<file path="src/rtl/invader_pkg.sv">
// Shared invader-game types and the step-period rule used by the march and shot schedulers.
// Pure declarations and functions; no clocked logic.
// No flow control.
package invader_pkg;

    localparam int SPEED_LEVEL_W = 3;
    localparam int FRAME_CNT_W   = 6;

    typedef enum logic [2:0] {
        ST_IDLE       = 3'd0,
        ST_START_WAIT = 3'd1,
        ST_MARCH      = 3'd2,
        ST_DESCEND    = 3'd3,
        ST_FROZEN     = 3'd4,
        ST_LANDED     = 3'd5,
        ST_CLEARED    = 3'd6
    } march_st_t;

    // Signed 7-bit so a large level*step goes negative and is caught by the floor.
    function automatic logic [FRAME_CNT_W-1:0] calc_period(
        input logic [SPEED_LEVEL_W-1:0] lvl,
        input int                       base,
        input int                       step,
        input int                       min_p
    );
        logic signed [6:0] p;
        logic signed [6:0] floor_p;
        p       = 7'(base) - 7'(step * int'(lvl));
        floor_p = 7'(min_p);
        if (p < floor_p) begin
            p = floor_p;
        end
        return FRAME_CNT_W'(p);
    endfunction

endpackage

</file>
<file path="src/rtl/march_period_timer.sv">
// Frame counter with a >= compare against the live period; pulses step_evt on the qualifying startOfFrame.
// Combinational step_evt in the same cycle as startOfFrame; counter clears on the event.
// No flow control; clr has priority, en gates counting.
module march_period_timer
    import invader_pkg::*;
(
    input  logic                   clk,
    input  logic                   resetN,
    input  logic                   clr,
    input  logic                   en,
    input  logic                   startOfFrame,
    input  logic [FRAME_CNT_W-1:0] period,
    output logic                   step_evt
);

    logic [FRAME_CNT_W-1:0] frame_cnt;

    // >= rather than == so a period that shrinks below the count fires on the next frame.
    assign step_evt = en && startOfFrame &&
                      ((FRAME_CNT_W+1)'(frame_cnt) + (FRAME_CNT_W+1)'(1) >= (FRAME_CNT_W+1)'(period));

    always_ff @(posedge clk or negedge resetN) begin
        if (!resetN) begin
            frame_cnt <= '0;
        end else if (clr) begin
            frame_cnt <= '0;
        end else if (en && startOfFrame) begin
            frame_cnt <= step_evt ? '0 : frame_cnt + 1'b1;
        end
    end

endmodule

</file>
<file path="src/rtl/invader_march_ctrl.sv">
// Invader fleet march sequencer: step/descend pulses, direction reversal, kill-driven speed-up (MARCH_CTRL_SPEEDUP_EN).
// Pulses and status are registered, one clk after the deciding startOfFrame/invaderHit.
// No flow control; gameStart overrides every other event in its cycle.
module invader_march_ctrl
    import invader_pkg::*;
#(
    parameter int BASE_PERIOD     = 30,
    parameter int PERIOD_STEP     = 4,
    parameter int MIN_PERIOD      = 2,
    parameter int KILLS_PER_LEVEL = 4,
    parameter int INVADER_COUNT   = 32,
    parameter int START_FRAMES    = 30,
    parameter int LAND_Y          = 400
) (
    input  logic                     clk,
    input  logic                     resetN,
    input  logic                     startOfFrame,
    input  logic                     gameStart,
    input  logic                     invaderHit,
    input  logic                     edgeHit,
    input  logic                     freeze,
    input  logic [10:0]              fleetBottomY,
    output logic                     stepPulse,
    output logic                     descendPulse,
    output logic                     dirRight,
    output logic [SPEED_LEVEL_W-1:0] speedLevel,
    output logic                     landed,
    output logic                     waveCleared
);

    localparam int KILL_W = $clog2(INVADER_COUNT + 1);

    march_st_t                state;
    logic [KILL_W-1:0]        kill_cnt;
    logic [KILL_W-1:0]        kill_nxt;
    logic                     edge_latch;
    logic [FRAME_CNT_W-1:0]   period;
    logic [FRAME_CNT_W-1:0]   timer_period;
    logic [SPEED_LEVEL_W-1:0] level_nxt;
    logic                     counting;
    logic                     kill_ok;
    logic                     clear_now;
    logic                     timer_clr;
    logic                     step_evt;

    function automatic logic [SPEED_LEVEL_W-1:0] level_of(input logic [KILL_W-1:0] k);
        int l;
        l = int'(k) / KILLS_PER_LEVEL;
        if (l > 7) begin
            l = 7;
        end
        return SPEED_LEVEL_W'(l);
    endfunction

`ifdef MARCH_CTRL_SPEEDUP_EN
    assign level_nxt = level_of(kill_nxt);
    assign period    = calc_period(speedLevel, BASE_PERIOD, PERIOD_STEP, MIN_PERIOD);
`else
    assign level_nxt = '0;
    assign period    = calc_period('0, BASE_PERIOD, PERIOD_STEP, MIN_PERIOD);
`endif

    assign counting     = (state == ST_START_WAIT) || (state == ST_MARCH) || (state == ST_DESCEND);
    assign kill_nxt     = kill_cnt + 1'b1;
    assign kill_ok      = invaderHit && (counting || state == ST_FROZEN) &&
                          (kill_cnt != KILL_W'(INVADER_COUNT));
    assign clear_now    = kill_ok && (kill_nxt == KILL_W'(INVADER_COUNT));
    assign timer_period = (state == ST_START_WAIT) ? FRAME_CNT_W'(START_FRAMES) : period;
    assign timer_clr    = gameStart || (state == ST_FROZEN);

    march_period_timer u_timer (
        .clk          (clk),
        .resetN       (resetN),
        .clr          (timer_clr),
        .en           (counting),
        .startOfFrame (startOfFrame),
        .period       (timer_period),
        .step_evt     (step_evt)
    );

    always_ff @(posedge clk or negedge resetN) begin
        if (!resetN) begin
            state        <= ST_IDLE;
            kill_cnt     <= '0;
            edge_latch   <= 1'b0;
            stepPulse    <= 1'b0;
            descendPulse <= 1'b0;
            dirRight     <= 1'b1;
            speedLevel   <= '0;
            landed       <= 1'b0;
            waveCleared  <= 1'b0;
        end else begin
            stepPulse    <= 1'b0;
            descendPulse <= 1'b0;
            if (gameStart) begin
                state       <= ST_START_WAIT;
                kill_cnt    <= '0;
                edge_latch  <= 1'b0;
                dirRight    <= 1'b1;
                speedLevel  <= '0;
                landed      <= 1'b0;
                waveCleared <= 1'b0;
            end else begin
                if (kill_ok) begin
                    kill_cnt   <= kill_nxt;
                    speedLevel <= level_nxt;
                end
                if (clear_now) begin
                    state       <= ST_CLEARED;
                    waveCleared <= 1'b1;
                end else begin
                    case (state)
                        ST_START_WAIT: if (step_evt) state <= ST_MARCH;
                        ST_MARCH: begin
                            if (edgeHit) edge_latch <= 1'b1;
                            if (freeze) begin
                                state <= ST_FROZEN;
                            end else if (step_evt) begin
                                // A latched edge turns this step into a reversal plus descend.
                                if (edge_latch) begin
                                    dirRight     <= ~dirRight;
                                    descendPulse <= 1'b1;
                                    edge_latch   <= 1'b0;
                                    state        <= ST_DESCEND;
                                end else begin
                                    stepPulse <= 1'b1;
                                end
                            end
                        end
                        ST_DESCEND: begin
                            if (freeze) begin
                                state <= ST_FROZEN;
                            end else if (step_evt) begin
                                if (fleetBottomY >= 11'(LAND_Y)) begin
                                    state  <= ST_LANDED;
                                    landed <= 1'b1;
                                end else begin
                                    state <= ST_MARCH;
                                end
                            end
                        end
                        ST_FROZEN: if (!freeze) state <= ST_MARCH;
                        default: ;
                    endcase
                end
            end
        end
    end

endmodule

</file>
<file path="config.mk">
export PLATFORM = sky130hd
export DESIGN_NAME = invader_march_ctrl
export DESIGN_NICKNAME = d
export VERILOG_FILES = /design/src/rtl/invader_pkg.sv /design/src/rtl/march_period_timer.sv /design/src/rtl/invader_march_ctrl.sv
export SDC_FILE = /design/constraint.sdc
export NUM_CORES = 1
export LEC_CHECK = 0
export ABC_AREA = 1
export BUFFER_PORTS_ARGS = -buffer_cell sky130_fd_sc_hd__buf_2
export CORE_MARGIN = 4
export CORE_UTILIZATION = 41
export DETAILED_ROUTE_END_ITERATION = 10
export HOLD_SLACK_MARGIN = 0.06
export PLACE_DENSITY = 0.73
export SYNTH_ARGS = -nofsm -noshare
export SYNTH_HDL_FRONTEND = slang
export SYNTH_SLANG_ARGS = --single-unit
export TNS_END_PERCENT = 50
</file>
<file path="constraint.sdc">
create_clock -name clk -period 2.9 [get_ports clk]
set_clock_uncertainty 0.05 [all_clocks]
set_input_delay 0.725 -clock clk [delete_from_list [all_inputs] [get_ports clk]]
set_output_delay 0.725 -clock clk [all_outputs]
set_load 0.005 [all_outputs]
</file>
# ---- After elaboration in Yosys (flattened, before gate mapping)
# Cells that the tools add are included.
dict set report totals {
  wordCells 102
  regBits 24
  out_inout_bits 8
  input_bits 18
}
dict set report classes {
  n_mux 51
  n_bitwise 1
  reduce_logical 22
  add_sub_neg 3
  n_lt_le_gt_ge 2
  n_eq_ne 13
}
# cell n
set op_table {}
lappend op_table {{two-way mux 3 bit} 12}
lappend op_table {{two-way mux 1 bit} 33}
lappend op_table {{two-way mux 6 bit} 5}
lappend op_table {{nonzero test 2 bit} 8}
lappend op_table {{adder 6 x 1 -> 6 bit, second input constant} 2}
lappend op_table {{one-hot mux 3 bit (4 select lines)} 1}
lappend op_table {{>= comparator 11 x 9 -> 1 bit, second input constant} 1}
lappend op_table {{inequality test 5 x 4 -> 1 bit, second input constant} 2}
lappend op_table {{AND reduction 5 bit} 2}
lappend op_table {{adder 6 x 1 -> 7 bit, second input constant} 1}
lappend op_table {{>= comparator 7 x 5 -> 1 bit, second input constant} 1}
lappend op_table {{equality test 3 x 2 -> 1 bit, second input constant} 2}
lappend op_table {{equality test 6 bit, second input constant} 1}
lappend op_table {{inequality test 6 bit, second input constant} 1}
lappend op_table {{AND reduction 6 bit} 1}
lappend op_table {{nonzero test 6 bit} 1}
lappend op_table {{logical AND 1 bit} 5}
lappend op_table {{inequality test 5 bit, second input constant} 1}
lappend op_table {{logical OR 1 bit} 4}
lappend op_table {{inequality test 2 bit, second input constant} 2}
lappend op_table {{inequality test 4 x 3 -> 1 bit, second input constant} 1}
lappend op_table {{inequality test 4 bit, second input constant} 1}
lappend op_table {{equality test 3 x 1 -> 1 bit, second input constant} 1}
lappend op_table {{equality test 3 bit, second input constant} 1}
lappend op_table {{other kinds (2)} 2}

# ---- Longest topological paths before layout
# Gate-level depths: netlist of the first run.
dict set report depth {
  ltp_word 10
  mapped_depth 15
  ltp_nobuf 15
}

# ---- Cells and area by module
# Synthesis of the first run repeated with hierarchy kept, for this count alone.
dict set report unflattened {
  cells_unflattened 213
  hier_area_um2 1532.7
}
# module area_per_inst_um2 seq_area_each_um2 instances cells_each
set by_module_without_submodules {}
lappend by_module_without_submodules {invader_march_ctrl 1017.2 376.6 1 140}
lappend by_module_without_submodules {march_period_timer 515.5 150.1 1 73}

# ---- Least setup slack after synthesis of the first run
# No wires, ideal clock.
dict set report synth_path {
  path_kind {reg-to-reg}
  start {register u_timer.frame_cnt[0]}
  end {register state[2]}
  stages_incl_launch_ff 16
  synth_period_minus_slack_ns 1.718
  path_buffers 0
  required_ns 2.733
  arrival_time_ns 1.551
  setup_slack_ns 1.182
  setup_ns 0.117
  path_cell_list {dfrtp_1 ha_1 nand2_1 inv_1 nand2_1 nand2_1 nor2_1 nand2_1 nand2_1 nand2_1 nand3_1 nand2_1 nand2_2 nand3_2 nand2_1 nand2_1}
}
dict set report synth_between {
  elab_chain_cells 5
  elab_cells_between_ends 7
  cone_classes {add/sub: 1; order compare: 1; eq/ne: 3; reduce/logical: 2}
}
# element line_no
set synth_lines {}
lappend synth_lines {{start: declaration} march_period_timer.sv:16} ;# logic [FRAME_CNT_W-1:0] frame_cnt;
lappend synth_lines {{start signal: assignment} march_period_timer.sv:28} ;# frame_cnt <= step_evt ? '0 : frame_cnt + 1'b1;
lappend synth_lines {{adder 6 x 1 -> 7 bit *} march_period_timer.sv:20} ;# ((FRAME_CNT_W+1)'(frame_cnt) + (FRAME_CNT_W+1)'(1) >= (FRAME_CNT_W+1)'(period));
lappend synth_lines {{>= comparator 7 x 5 -> 1 bit *} march_period_timer.sv:20}
lappend synth_lines {{logical AND 1 bit *} march_period_timer.sv:19} ;# assign step_evt = en && startOfFrame &&
lappend synth_lines {{inequality test 5 x 4 -> 1 bit (no line) / inequality test 4 x 3 -> 1 bit (equally long branches)} n/a}
lappend synth_lines {{AND reduction 6 bit (no line) *} n/a}
lappend synth_lines {{end signal: assignment} invader_march_ctrl.sv:83} ;# state <= ST_IDLE;
lappend synth_lines {{end signal: assignment} invader_march_ctrl.sv:96} ;# state <= ST_START_WAIT;
lappend synth_lines {{end signal: assignment} invader_march_ctrl.sv:109} ;# state <= ST_CLEARED;
lappend synth_lines {{end: declaration} invader_march_ctrl.sv:33} ;# march_st_t state;
# Mark *: on every way between the ends. The rest lies on a longest branch, timed or not.
# A chain may end at the register's enable or synchronous reset.

# ---- Final worst setup path of the first run
dict set report layout_path {
  start {register u_timer.frame_cnt[0]}
  end {register state[1]}
}
# The elaborated chain is that of the path after synthesis.

==> flow_summary_export.csv, run 1 <==
group,metric,value,unit
run_status,status,"completed",
grt,grt_usage,13.3,%
synth,syn-cell-area,0.00138,sq mm
drt,drc,0,
drt,wl,2.63,mm
drt,wl_per_cell,10.6,um
power,p_sw_share,41.1,%
die,io_pins,26,
drt,drtIter0Drc,72,
setup_path,end_kind,"flop",
timing,finalSetupViolations,0,
synth,synth_edf_count,0,
setup_path,cp.required,3.11,ns
finish,synthToLayoutAreaGrowth,10.7,%
setup_path,crit_type,"flop to flop",
power,p_seq_share,44.6,%
setup_path,r2r_cells,14,
setup_path,critPathLaunchType,"flop",
drt,post_drt_via_cell_ratio,4.80,
clocking,post_cts_buffers,0,
setup_path,worstPathArrival,2.15,ns
clocking,clockBufferDepth,2,
die,die_w,66.0,um
clocking,clock_latency,0.30,ns
synth,synthTopCellsByArea,"dfrtp_1 36%, nand2_1 10%, inv_1 7.4%",
clocking,cts-resized-gates,0,
grt,grt.overflow.total,0,
synth,synth_seq_area_share,38.2,%
synth,yosysMostFrequentCell,"nand2_1",
synth,postSynthCellCount,185,
setup_path,critPathMaxFanout,4,
clocking,cts_buffers,3,
placed_design,dpl.hpwl,2.09,mm
synth,synthTopCellsByCount,"38 x nand2_1, 27 x inv_1, 20 x dfrtp_1",
drt,firstDrtPassIters,4,
drt,drt.antenna.violating_nets,0,
grt,antenna_found_initial,0,
grt,grt_max_degree,22,
power,clkPwrFrac,16.2,%
clocking,cts_tree,"built",
die,initial_core_util,44.0,%
finish,layout-drive-gt1-share,19.1,%
clocking,cts-root-buf,"clkbuf_4",
placed_design,io_buffers,18,
synth,yosys_warnings,0,
die,dieArea,0.00435,sq mm
clocking,h-tree-depth,1,
power,ir_worst_vdd,0.299,mV
power,power.density,573,mW/mm^2
clocking,cts_hold_buf,0,
clocking,path_clk_slew,0.12,ns
synth,synth_cell_types,36,
power,p_leak,0.759,nW
timing,hold_violations,0,
power,p_switching,0.359,mW
die,fp-row-count,20,
timing,max_freq,0.514,GHz
synth,ys.flop_type,"dfrtp_1",
synth,async_reset_ff_share,100,%
power,total_power,0.874,mW
die,coreArea,0.00313,sq mm
synth,ys_ff_latch,21,
synth,synth_top_area_share,36.3,%
timing,report.final.slew_viol_count,0,
die,die_y,66.0,um
clocking,cts.sinks,21,
timing,fin_crit,1.94,ns
finish,nNetsFinal,228,
synth,yosys.area.top_type,"dfrtp_1",
timing,period_share,67.0,%
timing,grt_setup_unrepaired,"no",
grt,grt_pass1_wl,4.53,mm
timing,setup_tns,0,ns
grt,grt_pass1_vias,1049,
drt,vias,1191,
power,power.internal,0.515,mW
power,combPwrFrac,39.2,%
hold_path,worstHoldPathType,"input port to asynchronous set/reset pin",
placed_design,gp_congestion,0.835,
synth,postSynthAreaPerCell,7.45,sq um
job,cap_violations,0,
finish,antenna_cells,0,
## placed cells by master (no fill, tap or decap), types with 4 or more instances in the layout
cell type / netlist / layout
nand2_1: 38 / 38
inv_1: 27 / 27
ha_1: 5 / 5
o21ai_0: 10 / 10
buf_2: 1 / 18
a21oi_1: 7 / 7
nand3_1: 18 / 18
dfrtp_1: 20 / 20
nand4_1: 4 / 4
nor2_1: 16 / 16
## flip-flops by register name, summed over array words and instances, names as in the netlist
signal and cells:
descendPulse 1, dirRight 1, edge_latch 1, kill_cnt 6, landed 1, state 3, stepPulse 1, u_timer.frame_cnt 6
waveCleared 1
## power groups by stage
stage / sequential (mW) / combinational, mW / clock, mW
2_1_floorplan: 0.386 / 0.269 / 0
3_3_place_gp: 0.394 / 0.334 / 0
6_report: 0.390 / 0.343 / 0.142
5_1_grt: 0.397 / 0.395 / 0.164
4_1_cts: 0.390 / 0.343 / 0.146
3_5_place_dp: 0.395 / 0.342 / 0
## layout make-up
| cell class | count | area (sq um) |
|---|---|---|
| Multi-Input combinational cell | 131 | 714 |
| Tap cell | 44 | 55.1 |
| Inverter | 30 | 113 |
| Timing Repair Buffer | 18 | 90.1 |
| Clock buffer | 4 | 26.3 |
| Fill cell | 318 | 1600 |
| Sequential cell | 21 | 527 |
## metrics by stage
step                      hold slack, ns  cells  area, sq um  worst slack [ns]  util [%]
after global placement             0.417    244         1500             0.974      47.9
after detailed placement           0.427    244         1500             0.975      47.9
after global routing               0.327    248         1530             0.748      48.8
after CTS                          0.327    248         1530             0.944      48.8
final                              0.302    248         1530             0.956      48.8
after floorplan                    0.379    187         1390              1.18         -
## worst max-delay path: stages, from the launching register on
cell     delay, ns
dfrtp_1       0.44
ha_1          0.25
nand2_1       0.13
inv_1         0.05
nand2_1       0.06
nand2_1       0.06
nor2_1        0.08
nand2_1       0.05
nand2_1       0.10
nand2_1       0.12
nand2_1       0.08
nand2_1       0.07
a21oi_2       0.18
nand3_1       0.10
nand2_1       0.08
## cell families after synthesis
family / count (synthesis) / share of synthesized area [%]
adders and majority gates: 5 / 4.54
and+or+nand+nor: 90 / 31.3
xor gates and xnor gates: 2 / 1.27
buffers and inverters: 35 / 10.4
muxes: 1 / 0.727
AOI/OAI and AO/OA: 30 / 13.2
other: 1 / 0.272
DFF: 21 / 38.2
## layer usage
metal | track usage [%] | part of all wire, % | routed length, um
met1 | 19.2 | 51 | 1350
met2 | 20.3 | 43 | 1130
met3 | 2.04 | 4.1 | 107
met4 | 4.57 | 1.6 | 43
met5 | 0 | 0 | 0
## worst paths after layout
kind,startpoint,to,slack [ns]
worst max register to register,u_timer.frame_cnt[0]$_DFFE_PN0P_,state[1]$_DFFE_PN0P_,0.96
worst max-delay path,u_timer.frame_cnt[0]$_DFFE_PN0P_,state[1]$_DFFE_PN0P_,0.96
max in group asynchronous,resetN,dirRight$_DFFE_PN1P_,2.14
min in group clk,dirRight$_DFFE_PN1P_,dirRight$_DFFE_PN1P_,0.44
worst min register to register,dirRight$_DFFE_PN1P_,dirRight$_DFFE_PN1P_,0.44
worst min-delay path,resetN,kill_cnt[0]$_DFFE_PN0P_,0.30
Power figures use the tool's default switching activity.
==> inputs of run 2 (changes only) <==
Settings changed: ABC_AREA 1 to 0, PLACE_DENSITY 0.73 to 0.75.
Clock period 2.9 ns to 1.6 ns, I/O delays scaled along.
==> run 2 against run 1 <==
The flow now finishes with violations (setup timing). Flip-flop and latch count unchanged. Critical endpoint is now state[2]$_DFFE_PN0P_. Power increased by 40%. Die area increased by 5.0%. Wire length increased by 46%. Sequential share of layout area decreased by 10 points. Cell count increased by 8.9%.
==> flow_summary_export.csv, run 2 <==
group,metric,value,unit
grt,grt_pass1_wl,6.18,mm
timing,max_freq,0.495,GHz
finish,multi_input_area,0.00102,sq mm
finish,synthToLayoutAreaGrowth,49.2,%
synth,ys_ff_latch,21,
clocking,h-tree-depth,1,
placed_design,io_buffers,18,
finish,layout-drive-gt1-share,50.0,%
grt,grt_usage,18.0,%
setup_path,crit_type,"flop to flop",
synth,synthTopCellsByArea,"dfrtp_1 34%, ha_1 4.3%, nand2_1 3.1%",
finish,antenna_cells,0,
setup_path,startpoint,"u_timer.frame_cnt[0]$_DFFE_PN0P_",
synth,yosysMostFrequentCell,"dfrtp_1",
run_status,status,"complete, but fails checks",
synth,postSynthCellCount,155,
clocking,cts.sinks,21,
drt,drc,0,
placed_design,dpl-instance-area,0.00188,sq mm
die,coreArea,0.00339,sq mm
grt,grt_max_degree,22,
clocking,cts-root-buf,"clkbuf_4",
grt,grt.overflow.total,0,
die,io_pins,26,
drt,wl_per_cell,14.2,um
finish,final_area,0.00217,sq mm
run_status,violations,"setup timing",
clocking,clockBufferDepth,2,
placed_design,post-place-ws,-0.461,ns
synth,synth_edf_count,0,
drt,post_drt_via_cell_ratio,5.21,
setup_path,cp.required,1.73,ns
timing,finalSetupViolations,15,
timing,fin_crit,2.02,ns
placed_design,gp_congestion,0.936,
die,die_w,67.6,um
clocking,cts_tree,"built",
clocking,cts_buffers,3,
drt,wl,3.85,mm
synth,synthTopCellsByCount,"20 x dfrtp_1, 12 x nand2_1, 10 x inv_1, 10 x nor2_1",
job,cap_violations,0,
hold_path,worstHoldPathType,"input port to flop",
setup_path,crit_path_end,"state[2]$_DFFE_PN0P_",
synth,yosys_warnings,0,
power,ir_worst_vdd,0.695,mV
timing,fin_ws,-0.421,ns
die,die_y,67.6,um
synth,synth_seq_area_share,36.2,%
synth,synth_cell_types,59,
timing,hold_violations,0,
setup_path,reg2reg_slack,-0.42,ns
die,fp-row-count,21,
die,dieArea,0.00457,sq mm
setup_path,critPathLaunchType,"flop",
drt,drtIter0Drc,79,
timing,whs,0.368,ns
finish,final_common_cell,"buf_4",
synth,yosys.area.top_type,"dfrtp_1",
finish,final_cell_mix,"50 x buf_4, 20 x dfrtp_1, 18 x buf_2",
drt,firstDrtPassIters,7,
timing,report.final.slew_viol_count,0,
synth,syn-cell-area,0.00146,sq mm
setup_path,crit-reg2reg-launch,"u_timer.frame_cnt[0]$_DFFE_PN0P_",
setup_path,worstPathArrival,2.15,ns
setup_path,end_kind,"flop",
power,p_leak,1.00,nW
setup_path,r2r_cells,8,
timing,grt_setup_unrepaired,"yes",
synth,synth_top_area_share,34.4,%
grt,grt_pass1_vias,1393,
synth,ys.flop_type,"dfrtp_1",
setup_path,critPathMaxFanout,3,
power,power.density,563,mW/mm^2
finish,nNetsFinal,248,
finish,layout.area.seq,527,sq um
placed_design,dpl.hpwl,2.58,mm
drt,drt.antenna.violating_nets,0,
drt,vias,1406,
clocking,path_clk_slew,0.11,ns
finish,reg_top3,"kill_cnt: 6 flops, u_timer.frame_cnt: 6 flops, state: 3 flops",
setup_path,reg2reg_to,"state[2]$_DFFE_PN0P_",
finish,fill_cells,255,
synth,postSynthAreaPerCell,9.40,sq um
synth,async_reset_ff_share,100,%
grt,antenna_found_initial,0,
die,initial_core_util,43.0,%
timing,period_share,126,%
clocking,clock_latency,0.30,ns
==> run 2: per-stage QoR <==
stage	std cells	TNS [ns]	util (%)	power (mW)
2_1_floorplan	157	-3.99	-	0.759
3_3_place_gp	255	-4.51	55.6	0.892
3_5_place_dp	255	-5.17	55.6	0.901
4_1_cts	268	-4.25	62.1	1.21
5_1_grt	270	-5.96	64.1	1.30
6_report	270	-4.45	64.1	1.22
==> run 2: logic make-up (layout without fill, tap and decap cells) <==
logic type                 after synthesis  count (layout)  synth area share, %
xor gates and xnor gates                 9               9                 5.41
DFF                                     21              21                 36.2
adders and majority gates                5               5                 4.30
muxes                                    3               3                 2.15
AOI/OAI and AO/OA                       37              37                 19.7
other                                    1               3                0.257
and+or+nand+nor                         61              61                 25.9
buffers and inverters                   18              85                 6.10
==> run 2: power breakdown <==
| part | internal [mW] | switching, mW | total (mW) |
|---|---|---|---|
| Clock | 0.0971 | 0.154 | 0.252 |
| Sequential | 0.555 | 0.0264 | 0.581 |
| Combinational | 0.200 | 0.190 | 0.390 |
| Total | 0.851 | 0.371 | 1.22 |
==> run 2: how the worst min path moves through the flow <==
stage | startpoint | endpoint | slack, ns | cells past startpoint
2_1_floorplan | resetN | descendPulse$_DFF_PN0_ | 0.05 | 0
3_3_place_gp | resetN | kill_cnt[5]$_DFFE_PN0P_ | 0.33 | 1
3_5_place_dp | resetN | u_timer.frame_cnt[1]$_DFFE_PN0P_ | 0.34 | 1
4_1_cts | gameStart | kill_cnt[4]$_DFFE_PN0P_ | 0.35 | 3
5_1_grt | gameStart | kill_cnt[4]$_DFFE_PN0P_ | 0.35 | 3
6_report | gameStart | kill_cnt[4]$_DFFE_PN0P_ | 0.37 | 3
==> run 2: layout make-up <==
| class | count | share of cell area (%) |
|---|---|---|
| timing repair buffer | 71 | 22.9 |
| inverter | 10 | 1.84 |
| sequential | 21 | 24.2 |
| tap | 46 | 2.65 |
| clock buffer | 4 | 1.21 |
| multi-input combinational | 118 | 47.2 |
==> run 2: layer usage <==
metal  vias up  part of all wire, %  global-route usage [%]
met5         -                    0                       0
met4         0                 0.60                    3.80
met3         4                  3.3                    3.49
met2        25                   55                    32.4
met1       684                   41                    22.0
li1        693                    -                       -
==> run 2: critical path, stage by stage, from the launching register on <==
cell       delay, ns
dfrtp_1         0.42
ha_2            0.21
or4_4           0.49
o2111ai_4       0.10
o22ai_2         0.11
buf_4           0.15
and3_4          0.14
o21ai_2         0.13
a31oi_1         0.10
==> run 2: timing repair <==
action	in CTS	in global routing
endpoints found under the setup margin	18	18
hold buffers	1	0
setup buffers	8	2
resized for setup	25	10
pin swaps	16	15
endpoints found under the hold margin	20	0
